`src/rtl/matrix_fetch_ctrl_pkg.sv`:
```
// Shared types and default dimensions for the matrix fetch controller,
// the GCN top that hosts it, and its bench.
package matrix_fetch_ctrl_pkg;

    localparam int MFC_FEATURE_COLS  = 96;
    localparam int MFC_FEATURE_ROWS  = 6;
    localparam int MFC_WEIGHT_COLS   = 3;
    localparam int MFC_DATA_WIDTH    = 5;
    localparam int MFC_ADDRESS_WIDTH = 13;
    localparam int MFC_FEATURE_BASE  = 512;

    typedef enum logic [2:0] {
        ST_IDLE,
        ST_RD_W,
        ST_RD_F,
        ST_EMIT,
        ST_DONE
    } fetch_state_e;

    // Index width that stays legal when a dimension collapses to 1.
    function automatic int idx_width(input int n);
        return (n > 1) ? $clog2(n) : 1;
    endfunction

endpackage

```
`src/rtl/matrix_fetch_ctrl_if.sv`:
```
// Memory read port plus consumer handshake of the matrix fetch controller.
// master = controller side, slave = memory/consumer side.
interface matrix_fetch_ctrl_if
    import matrix_fetch_ctrl_pkg::*;
#(
    parameter int FEATURE_COLS  = MFC_FEATURE_COLS,
    parameter int FEATURE_ROWS  = MFC_FEATURE_ROWS,
    parameter int WEIGHT_COLS   = MFC_WEIGHT_COLS,
    parameter int DATA_WIDTH    = MFC_DATA_WIDTH,
    parameter int ADDRESS_WIDTH = MFC_ADDRESS_WIDTH
);
    localparam int W_IDX_W = idx_width(WEIGHT_COLS);
    localparam int F_IDX_W = idx_width(FEATURE_ROWS);

    logic                     start;
    logic [ADDRESS_WIDTH-1:0] read_address;
    logic                     enable_read;
    logic [DATA_WIDTH-1:0]    data_in     [0:FEATURE_COLS-1];
    logic [DATA_WIDTH-1:0]    weight_vec  [0:FEATURE_COLS-1];
    logic [DATA_WIDTH-1:0]    feature_vec [0:FEATURE_COLS-1];
    logic [W_IDX_W-1:0]       weight_idx;
    logic [F_IDX_W-1:0]       feature_idx;
    logic                     out_valid;
    logic                     out_ready;
    logic                     done;

    modport master (
        input  start, data_in, out_ready,
        output read_address, enable_read, weight_vec, feature_vec,
               weight_idx, feature_idx, out_valid, done
    );

    modport slave (
        output start, data_in, out_ready,
        input  read_address, enable_read, weight_vec, feature_vec,
               weight_idx, feature_idx, out_valid, done
    );

endinterface

```
`src/rtl/matrix_fetch_ctrl.sv`:
```
// Walks every (weight column, feature row) pair: one read per weight column,
// one read per feature row, then presents the buffered pair until accepted.
module matrix_fetch_ctrl
    import matrix_fetch_ctrl_pkg::*;
#(
    parameter int FEATURE_COLS  = MFC_FEATURE_COLS,
    parameter int FEATURE_ROWS  = MFC_FEATURE_ROWS,
    parameter int WEIGHT_COLS   = MFC_WEIGHT_COLS,
    parameter int DATA_WIDTH    = MFC_DATA_WIDTH,
    parameter int ADDRESS_WIDTH = MFC_ADDRESS_WIDTH,
    parameter int FEATURE_BASE  = MFC_FEATURE_BASE
)(
    input  logic                  clk,
    input  logic                  reset,
    matrix_fetch_ctrl_if.master   bus
);
    localparam int W_IDX_W = idx_width(WEIGHT_COLS);
    localparam int F_IDX_W = idx_width(FEATURE_ROWS);

    fetch_state_e           state;
    logic [W_IDX_W-1:0]     w_idx;
    logic [F_IDX_W-1:0]     f_idx;
    logic [DATA_WIDTH-1:0]  w_buf [0:FEATURE_COLS-1];
    logic [DATA_WIDTH-1:0]  f_buf [0:FEATURE_COLS-1];

    function automatic logic [ADDRESS_WIDTH-1:0] feat_addr(input logic [F_IDX_W-1:0] r);
        return ADDRESS_WIDTH'(FEATURE_BASE) + ADDRESS_WIDTH'(r);
    endfunction

    function automatic logic [ADDRESS_WIDTH-1:0] wt_addr(input logic [W_IDX_W-1:0] c);
        return ADDRESS_WIDTH'(c);
    endfunction

    // Strobes and address are registered alongside the state so they are a
    // pure function of the current state, with no combinational path from inputs.
    always_ff @(posedge clk) begin
        if (reset) begin
            state            <= ST_IDLE;
            w_idx            <= '0;
            f_idx            <= '0;
            w_buf            <= '{default: '0};
            f_buf            <= '{default: '0};
            bus.enable_read  <= 1'b0;
            bus.read_address <= '0;
            bus.out_valid    <= 1'b0;
            bus.done         <= 1'b0;
        end else begin
            unique case (state)
                ST_IDLE: begin
                    if (bus.start) begin
                        state            <= ST_RD_W;
                        w_idx            <= '0;
                        f_idx            <= '0;
                        bus.enable_read  <= 1'b1;
                        bus.read_address <= wt_addr('0);
                    end
                end
                ST_RD_W: begin
                    w_buf            <= bus.data_in;
                    state            <= ST_RD_F;
                    bus.read_address <= feat_addr(f_idx);
                end
                ST_RD_F: begin
                    f_buf            <= bus.data_in;
                    state            <= ST_EMIT;
                    bus.enable_read  <= 1'b0;
                    bus.read_address <= '0;
                    bus.out_valid    <= 1'b1;
                end
                ST_EMIT: begin
                    if (bus.out_ready) begin
                        bus.out_valid <= 1'b0;
                        if (f_idx < F_IDX_W'(FEATURE_ROWS - 1)) begin
                            f_idx            <= f_idx + 1'b1;
                            state            <= ST_RD_F;
                            bus.enable_read  <= 1'b1;
                            bus.read_address <= feat_addr(f_idx + 1'b1);
                        end else if (w_idx < W_IDX_W'(WEIGHT_COLS - 1)) begin
                            w_idx            <= w_idx + 1'b1;
                            f_idx            <= '0;
                            state            <= ST_RD_W;
                            bus.enable_read  <= 1'b1;
                            bus.read_address <= wt_addr(w_idx + 1'b1);
                        end else begin
                            state    <= ST_DONE;
                            bus.done <= 1'b1;
                        end
                    end
                end
                ST_DONE: begin
                    // Holding start keeps us here so a level request cannot retrigger a pass.
                    if (!bus.start) begin
                        state    <= ST_IDLE;
                        bus.done <= 1'b0;
                    end
                end
                default: begin
                    state            <= ST_IDLE;
                    bus.enable_read  <= 1'b0;
                    bus.read_address <= '0;
                    bus.out_valid    <= 1'b0;
                    bus.done         <= 1'b0;
                end
            endcase
        end
    end

    assign bus.weight_vec  = w_buf;
    assign bus.feature_vec = f_buf;
    assign bus.weight_idx  = w_idx;
    assign bus.feature_idx = f_idx;

endmodule
```
`src/flat_wrapper.sv`:
```
// flat-port wrapper written by rule: the top's interface ports become plain ports
module matrix_fetch_ctrl_flat import matrix_fetch_ctrl_pkg::*;
#(
    parameter int FEATURE_COLS  = MFC_FEATURE_COLS,
    parameter int FEATURE_ROWS  = MFC_FEATURE_ROWS,
    parameter int WEIGHT_COLS   = MFC_WEIGHT_COLS,
    parameter int DATA_WIDTH    = MFC_DATA_WIDTH,
    parameter int ADDRESS_WIDTH = MFC_ADDRESS_WIDTH,
    parameter int FEATURE_BASE  = MFC_FEATURE_BASE
)
  (clk, reset, bus_start, bus_data_in, bus_out_ready, bus_read_address, bus_enable_read, bus_weight_vec, bus_feature_vec, bus_weight_idx, bus_feature_idx, bus_out_valid, bus_done);
  matrix_fetch_ctrl_if #(.FEATURE_COLS(FEATURE_COLS), .FEATURE_ROWS(FEATURE_ROWS), .WEIGHT_COLS(WEIGHT_COLS), .DATA_WIDTH(DATA_WIDTH), .ADDRESS_WIDTH(ADDRESS_WIDTH)) bus_i ();
  input  logic clk;
  input  logic reset;
  input wire logic [$bits(bus_i.start)-1:0] bus_start;
  input wire logic [$bits(bus_i.data_in)-1:0] bus_data_in;
  input wire logic [$bits(bus_i.out_ready)-1:0] bus_out_ready;
  output wire logic [$bits(bus_i.read_address)-1:0] bus_read_address;
  output wire logic [$bits(bus_i.enable_read)-1:0] bus_enable_read;
  output wire logic [$bits(bus_i.weight_vec)-1:0] bus_weight_vec;
  output wire logic [$bits(bus_i.feature_vec)-1:0] bus_feature_vec;
  output wire logic [$bits(bus_i.weight_idx)-1:0] bus_weight_idx;
  output wire logic [$bits(bus_i.feature_idx)-1:0] bus_feature_idx;
  output wire logic [$bits(bus_i.out_valid)-1:0] bus_out_valid;
  output wire logic [$bits(bus_i.done)-1:0] bus_done;
  assign bus_i.start = bus_start;
  assign bus_i.data_in = {>>{bus_data_in}};
  assign bus_i.out_ready = bus_out_ready;
  assign bus_read_address = bus_i.read_address;
  assign bus_enable_read = bus_i.enable_read;
  assign bus_weight_vec = {>>{bus_i.weight_vec}};
  assign bus_feature_vec = {>>{bus_i.feature_vec}};
  assign bus_weight_idx = bus_i.weight_idx;
  assign bus_feature_idx = bus_i.feature_idx;
  assign bus_out_valid = bus_i.out_valid;
  assign bus_done = bus_i.done;
  matrix_fetch_ctrl #(.FEATURE_COLS(FEATURE_COLS), .FEATURE_ROWS(FEATURE_ROWS), .WEIGHT_COLS(WEIGHT_COLS), .DATA_WIDTH(DATA_WIDTH), .ADDRESS_WIDTH(ADDRESS_WIDTH), .FEATURE_BASE(FEATURE_BASE)) u_core (.clk(clk), .reset(reset), .bus(bus_i));
endmodule
```
`config.mk`:
```
export PLATFORM = sky130hd
export DESIGN_NAME = matrix_fetch_ctrl_flat
export DESIGN_NICKNAME = d
export VERILOG_FILES = /design/src/rtl/matrix_fetch_ctrl_pkg.sv /design/src/rtl/matrix_fetch_ctrl_if.sv /design/src/rtl/matrix_fetch_ctrl.sv /design/src/flat_wrapper.sv
export SDC_FILE = /design/constraint.sdc
export NUM_CORES = 2
export LEC_CHECK = 0
export CAP_MARGIN = 10
export CORE_AREA = 2 2 573 575
export DETAILED_ROUTE_END_ITERATION = 10
export DIE_AREA = 0 0 575 577
export GPL_TIMING_DRIVEN = 0
export SLEW_MARGIN = 10
export SYNTH_ARGS = -nofsm -noshare
export SYNTH_HDL_FRONTEND = slang
export SYNTH_SLANG_ARGS = --single-unit
```
`constraint.sdc`:
```
create_clock -name clk -period 1.6 [get_ports clk]
set_input_delay 0.48 -clock clk [delete_from_list [all_inputs] [get_ports clk]]
set_output_delay 0.48 -clock clk [all_outputs]
set_load 0.01 [all_outputs]
```
# Word level (Yosys, flattened, before mapping)
# Cells that the tools add are included.
# totals
reg_bits	984
inputBits	484
out_inout_bits	981
wordCells	265
# classes
n_addsub	4
n_lt_le_gt_ge	2
n_eq_ne	11
muxes	33
bitwise_logic	4
reduce_logical	12
# ops
operator	n
2-to-1 mux 13 bit	4
case mux 13 bit (4 select lines)	1
2-to-1 mux 3 bit	9
adder 10 x 3 -> 11 bit (first input constant)	2
case mux 3 bit (5 select lines)	1
AND reduction 4 bit	3
inequality test 2 bit (second input constant)	5
AND reduction 5 bit	2
2-to-1 mux 1 bit	9
case mux 1 bit (3 select lines)	3
2-to-1 mux 2 bit	4
equality test 3 x 2 -> 1 bit (second input constant)	2
case mux 3 bit (2 select lines)	1
OR reduction 3 bit	2
NOT 1 bit	4
case mux 2 bit (2 select lines)	1
adder 3 x 1 -> 3 bit (second input constant)	1
equality test 3 x 1 -> 1 bit (second input constant)	1
equality test 3 bit (second input constant)	1
zero test 3 bit	1
< comparator 3 bit (second input constant)	1
inequality test 3 x 1 -> 1 bit (second input constant)	1
AND reduction 3 bit	1
adder 2 x 1 -> 2 bit (second input constant)	1
other kinds (5)	5

# Longest topological paths before layout
# logic_depth
word_depth	5
ltp_mapped	7

# Least setup slack after synthesis
# OpenSTA, ideal clock, no wires.
# synth_timing
path_type	input to register
startpoint	input port reset
endpoint	register u_core.f_buf, in the netlist u_core.bus.feature_vec[410]
t_arrival_ps	1398
required_ps	1468
setup_slack_ps	70
cell_stages	5
cell_sequence	clkbuf_1 > buf_2 > clkbuf_1 > clkbuf_1 > a21oi_1
# synth_lines
item	line	text
start, declared	flat_wrapper.sv:14	input logic reset;
end signal, assigned	matrix_fetch_ctrl.sv:64	f_buf <= bus.data_in;
end, declared	matrix_fetch_ctrl.sv:24	logic [DATA_WIDTH-1:0] f_buf [0:FEATURE_COLS-1];
# No word-level cell between the ends.

# Worst setup path after layout
# layout_timing
startpoint	register u_core.f_buf, in the netlist u_core.bus.feature_vec[407]
endpoint	output port bus_feature_vec[407]
# layout_lines
item	line	text
end, declared	flat_wrapper.sv:21	output wire logic [$bits(bus_i.feature_vec)-1:0] bus_feature_vec;
# No word-level cell between the ends.

==> results.json <==
{
  "status": "finished, violations left",
  "violations": "negative setup slack",
  "track_usage": 0.183,
  "critical_path_class": "flop to output port",
  "clockBufferDepth": 4,
  "fill_cells": 36300,
  "insertion_delay_ns": 0.85,
  "viasPerCell": 3.67,
  "fin_crit_ns": 1.90,
  "p_leak_nw": 24.6,
  "setup_slack_ns": -0.305,
  "ys_warn_count": 0,
  "synth_edf_count": 0,
  "cp-end-kind": "output port",
  "die_area_um2": 332000,
  "ctsHoldBuffers": 0,
  "clkSinkCount": 975,
  "ys_seq_area_frac": 0.581,
  "required_ns": 1.12,
  "start_util": 0.103,
  "dp.final_hpwl_um": 269000,
  "drive_above_1_share": 0.400,
  "ir_drop_v": 0.000829,
  "critPathTopFamily": "flip-flops",
  "synthArstFlopShare": 0,
  "p_sw_frac": 0.302,
  "ant_nets": 0,
  "fmax_ghz": 0.525,
  "final_area_um2": 63400,
  "synth-seq-cells": 975,
  "power_frac_seq": 0.383,
  "rows": 210,
  "grt_overflow": 0,
  "crit_fanout": 2,
  "htree_levels": 3,
  "p_int_w": 0.0490,
  "cts_root_buf": "clkbuf_16",
  "drt_pass1_iterations": 7,
  "synth_cell_types": 43,
  "cp_slowest_cell": "dfxtp_4",
  "hold_path_class": "primary input to flop",
  "synth.cell_area_um2": 33600,
  "ioPinCount": 1465,
  "post-route-period-util": 1.19,
  "maxSlewHeadroom": 0.234,
  "grt_start_max_net_pins": 17,
  "fin_nets": 6538,
  "drtIter0Drc": 2911,
  "cts_tree": "built",
  "pre_cts_slack_ns": -2.86,
  "power.density_nw_per_um2": 1110,
  "drc": 0,
  "avgRoutedWirePerCell_um": 30.6,
  "synthToLayoutAreaGrowth_pct": 88.7,
  "antenna_found_initial": 93,
  "cts_made_buffers": 118,
  "cp_cell_sequence": "buf_8",
  "cpPeakStageDelay_ns": 0.40,
  "core-area_um2": 326000,
  "setup_tns_ns": -297.40,
  "fin_util": 0.194,
  "clock_power_share": 0.417,
  "finalWirelength_um": 323000,
  "drv_slew": 0,
  "syn_inst": 4274,
  "critPathLaunchType": "flop",
  "skew_ns": 0.0610,
  "first_global_vias": 35400,
  "synthFlopType": "dfxtp_1",
  "portBuffers": 1454,
  "gp_congestion": 0.971,
  "critical_path_buf_inv_count": 1,
  "power_frac_comb": 0.200,
  "ff2ff_setup_slack_ns": -0.26,
  "net-switching-power_w": 0.0212,
  "tightest_slew_ns": 1.15,
  "dr_total_vias": 38700,
  "clk_pin_slew_ns": 0.06,
  "dpl_cell_area_um2": 53800,
  "die_height_um": 577,
  "hold_violations": 0,
  "crit_arrival_ns": 1.42,
  "maxCapViolations": 0,
  "setup_viol": 1817,
  "grt_pass1_wl_um": 392000,
  "synth.avg_cell_area_um2": 7.85,
  "die_x_um": 575,
  "rsz0062_at_grt": "true"
}
==> routing by layer <==
metal	GRT usage	wire (um)	vias to the layer above
met5	0	248	-
met4	0.0950	20600	20
met3	0.0893	39000	535
met2	0.293	144000	2115
met1	0.200	119000	18600
li1	-	-	17400
==> sequential cells by signal, indices dropped and copies added, names as in the netlist <==
| name | count |
|---|---|
| u_core.state | 3 |
| u_core.bus.feature_vec | 480 |
| u_core.bus.done | 1 |
| u_core.bus.weight_idx | 2 |
| u_core.bus.out_valid | 1 |
| u_core.bus.weight_vec | 480 |
| u_core.bus.enable_read | 1 |
| u_core.bus.read_address | 4 |
| u_core.bus.feature_idx | 3 |
==> final cells by class <==
cell class | count | area [um2] | share of cell area
inverters | 5 | 26.3 | 0.000415
repair buffers | 1655 | 17200 | 0.271
plain buffers | 331 | 2550 | 0.0402
clock buffers | 161 | 3400 | 0.0537
multi-input cells | 2967 | 13500 | 0.213
clock inverters | 49 | 726 | 0.0115
well taps | 4346 | 5440 | 0.0858
flip-flops and latches | 975 | 20400 | 0.322
diodes | 55 | 138 | 0.00217
==> path summary, 6_finish.rpt <==
path / start / endpoint / cells after the start
hold / removal: bus_data_in[403] / u_core.bus.weight_vec[403] / 3
hold reg to reg: u_core.bus.weight_vec[355] / u_core.bus.weight_vec[355] / 2
setup / recovery: u_core.bus.feature_vec[407] / bus_feature_vec[407] / 1
setup reg to reg: u_core.state[0] / u_core.bus.weight_vec[255] / 8
==> worst register-to-register path: stages, from the launching register on <==
cell	delay, ns
dfxtp_4	0.44
nand2b_4	0.09
nor2_4	0.14
clkbuf_16	0.22
buf_12	0.17
clkbuf_16	0.22
buf_4	0.28
nand2_1	0.09
a21oi_1	0.13
==> cell families after synthesis <==
group           after synthesis  share of synthesized area
other cells                   1                   0.000112
xor+xnor                      1                   0.000261
buf+inv                     340                     0.0455
simple gates               1956                      0.221
flops                       975                      0.581
fa+ha+maj                     1                   0.000373
compound gates              998                      0.151
mux                           2                   0.000634
==> power groups by stage <==
| stage | logic, W | registers, W | clock network, W |
|---|---|---|---|
| after detailed placement | 0.0123 | 0.0270 | 0 |
| after CTS | 0.0126 | 0.0266 | 0.0299 |
| final | 0.0141 | 0.0269 | 0.0293 |
| after global placement | 0.0122 | 0.0269 | 0 |
| after global routing | 0.0148 | 0.0270 | 0.0308 |
| after floorplan | 0.00306 | 0.0275 | 0 |
==> what timing repair did <==
action | 4_1_cts | 5_1_grt
gates resized for setup | 4722 | 2112
buffers inserted | 32 | 129
endpoints found under the setup margin | 1944 | 1942
cloned | 16 | 19
pin swaps | 17 | 97
==> placed cells by master, fill, tap and decap left out, types with 7 or more instances in the layout <==
cell,instances
conb_1,9
clkbuf_1,96
clkinv_2,17
clkbuf_16,140
nand2_1,1848
dfxtp_2,625
nor2_1,8
clkbuf_2,46
buf_12,108
clkbuf_8,29
clkdlybuf4s50_1,482
bufinv_16,15
buf_4,188
nand2_4,71
dfxtp_1,317
buf_16,25
nand2_2,7
diode_2,55
a21oi_1,877
a21oi_2,94
buf_2,410
buf_8,115
dfxtp_4,33
buf_6,486
clkbuf_4,12
==> Yosys cell counts, drive strengths merged, types with 2 or more instances <==
| cell | count | area share |
|---|---|---|
| a2111oi | 3 | 0.00078 |
| a211oi | 3 | 0.00067 |
| a21boi | 2 | 0.00045 |
| a21oi | 971 | 0.14 |
| a31oi | 4 | 0.00075 |
| buf | 189 | 0.029 |
| clkbuf | 146 | 0.016 |
| dfxtp | 975 | 0.58 |
| inv | 5 | 0.00056 |
| nand2 | 1926 | 0.22 |
| nand2b | 2 | 0.00037 |
| nand3 | 2 | 0.00030 |
| nor2 | 9 | 0.0010 |
| nor3 | 5 | 0.00089 |
| nor3b | 3 | 0.00067 |
| nor4 | 2 | 0.00037 |
| o21ai | 4 | 0.00060 |
| o32ai | 3 | 0.00078 |
==> metrics by stage <==
| stage | std cells | hold WS [ns] | total power (W) |
|---|---|---|---|
| 2_1_floorplan | 4282 | 0.481 | 0.0306 |
| 5_1_grt | 10500 | 0.157 | 0.0726 |
| 3_3_place_gp | 10100 | 0.441 | 0.0392 |
| 3_5_place_dp | 10100 | 0.445 | 0.0392 |
| 6_report | 10500 | 0.198 | 0.0702 |
| 4_1_cts | 10300 | 0.100 | 0.0691 |
Note: power is estimated with default switching activity, not from simulation.
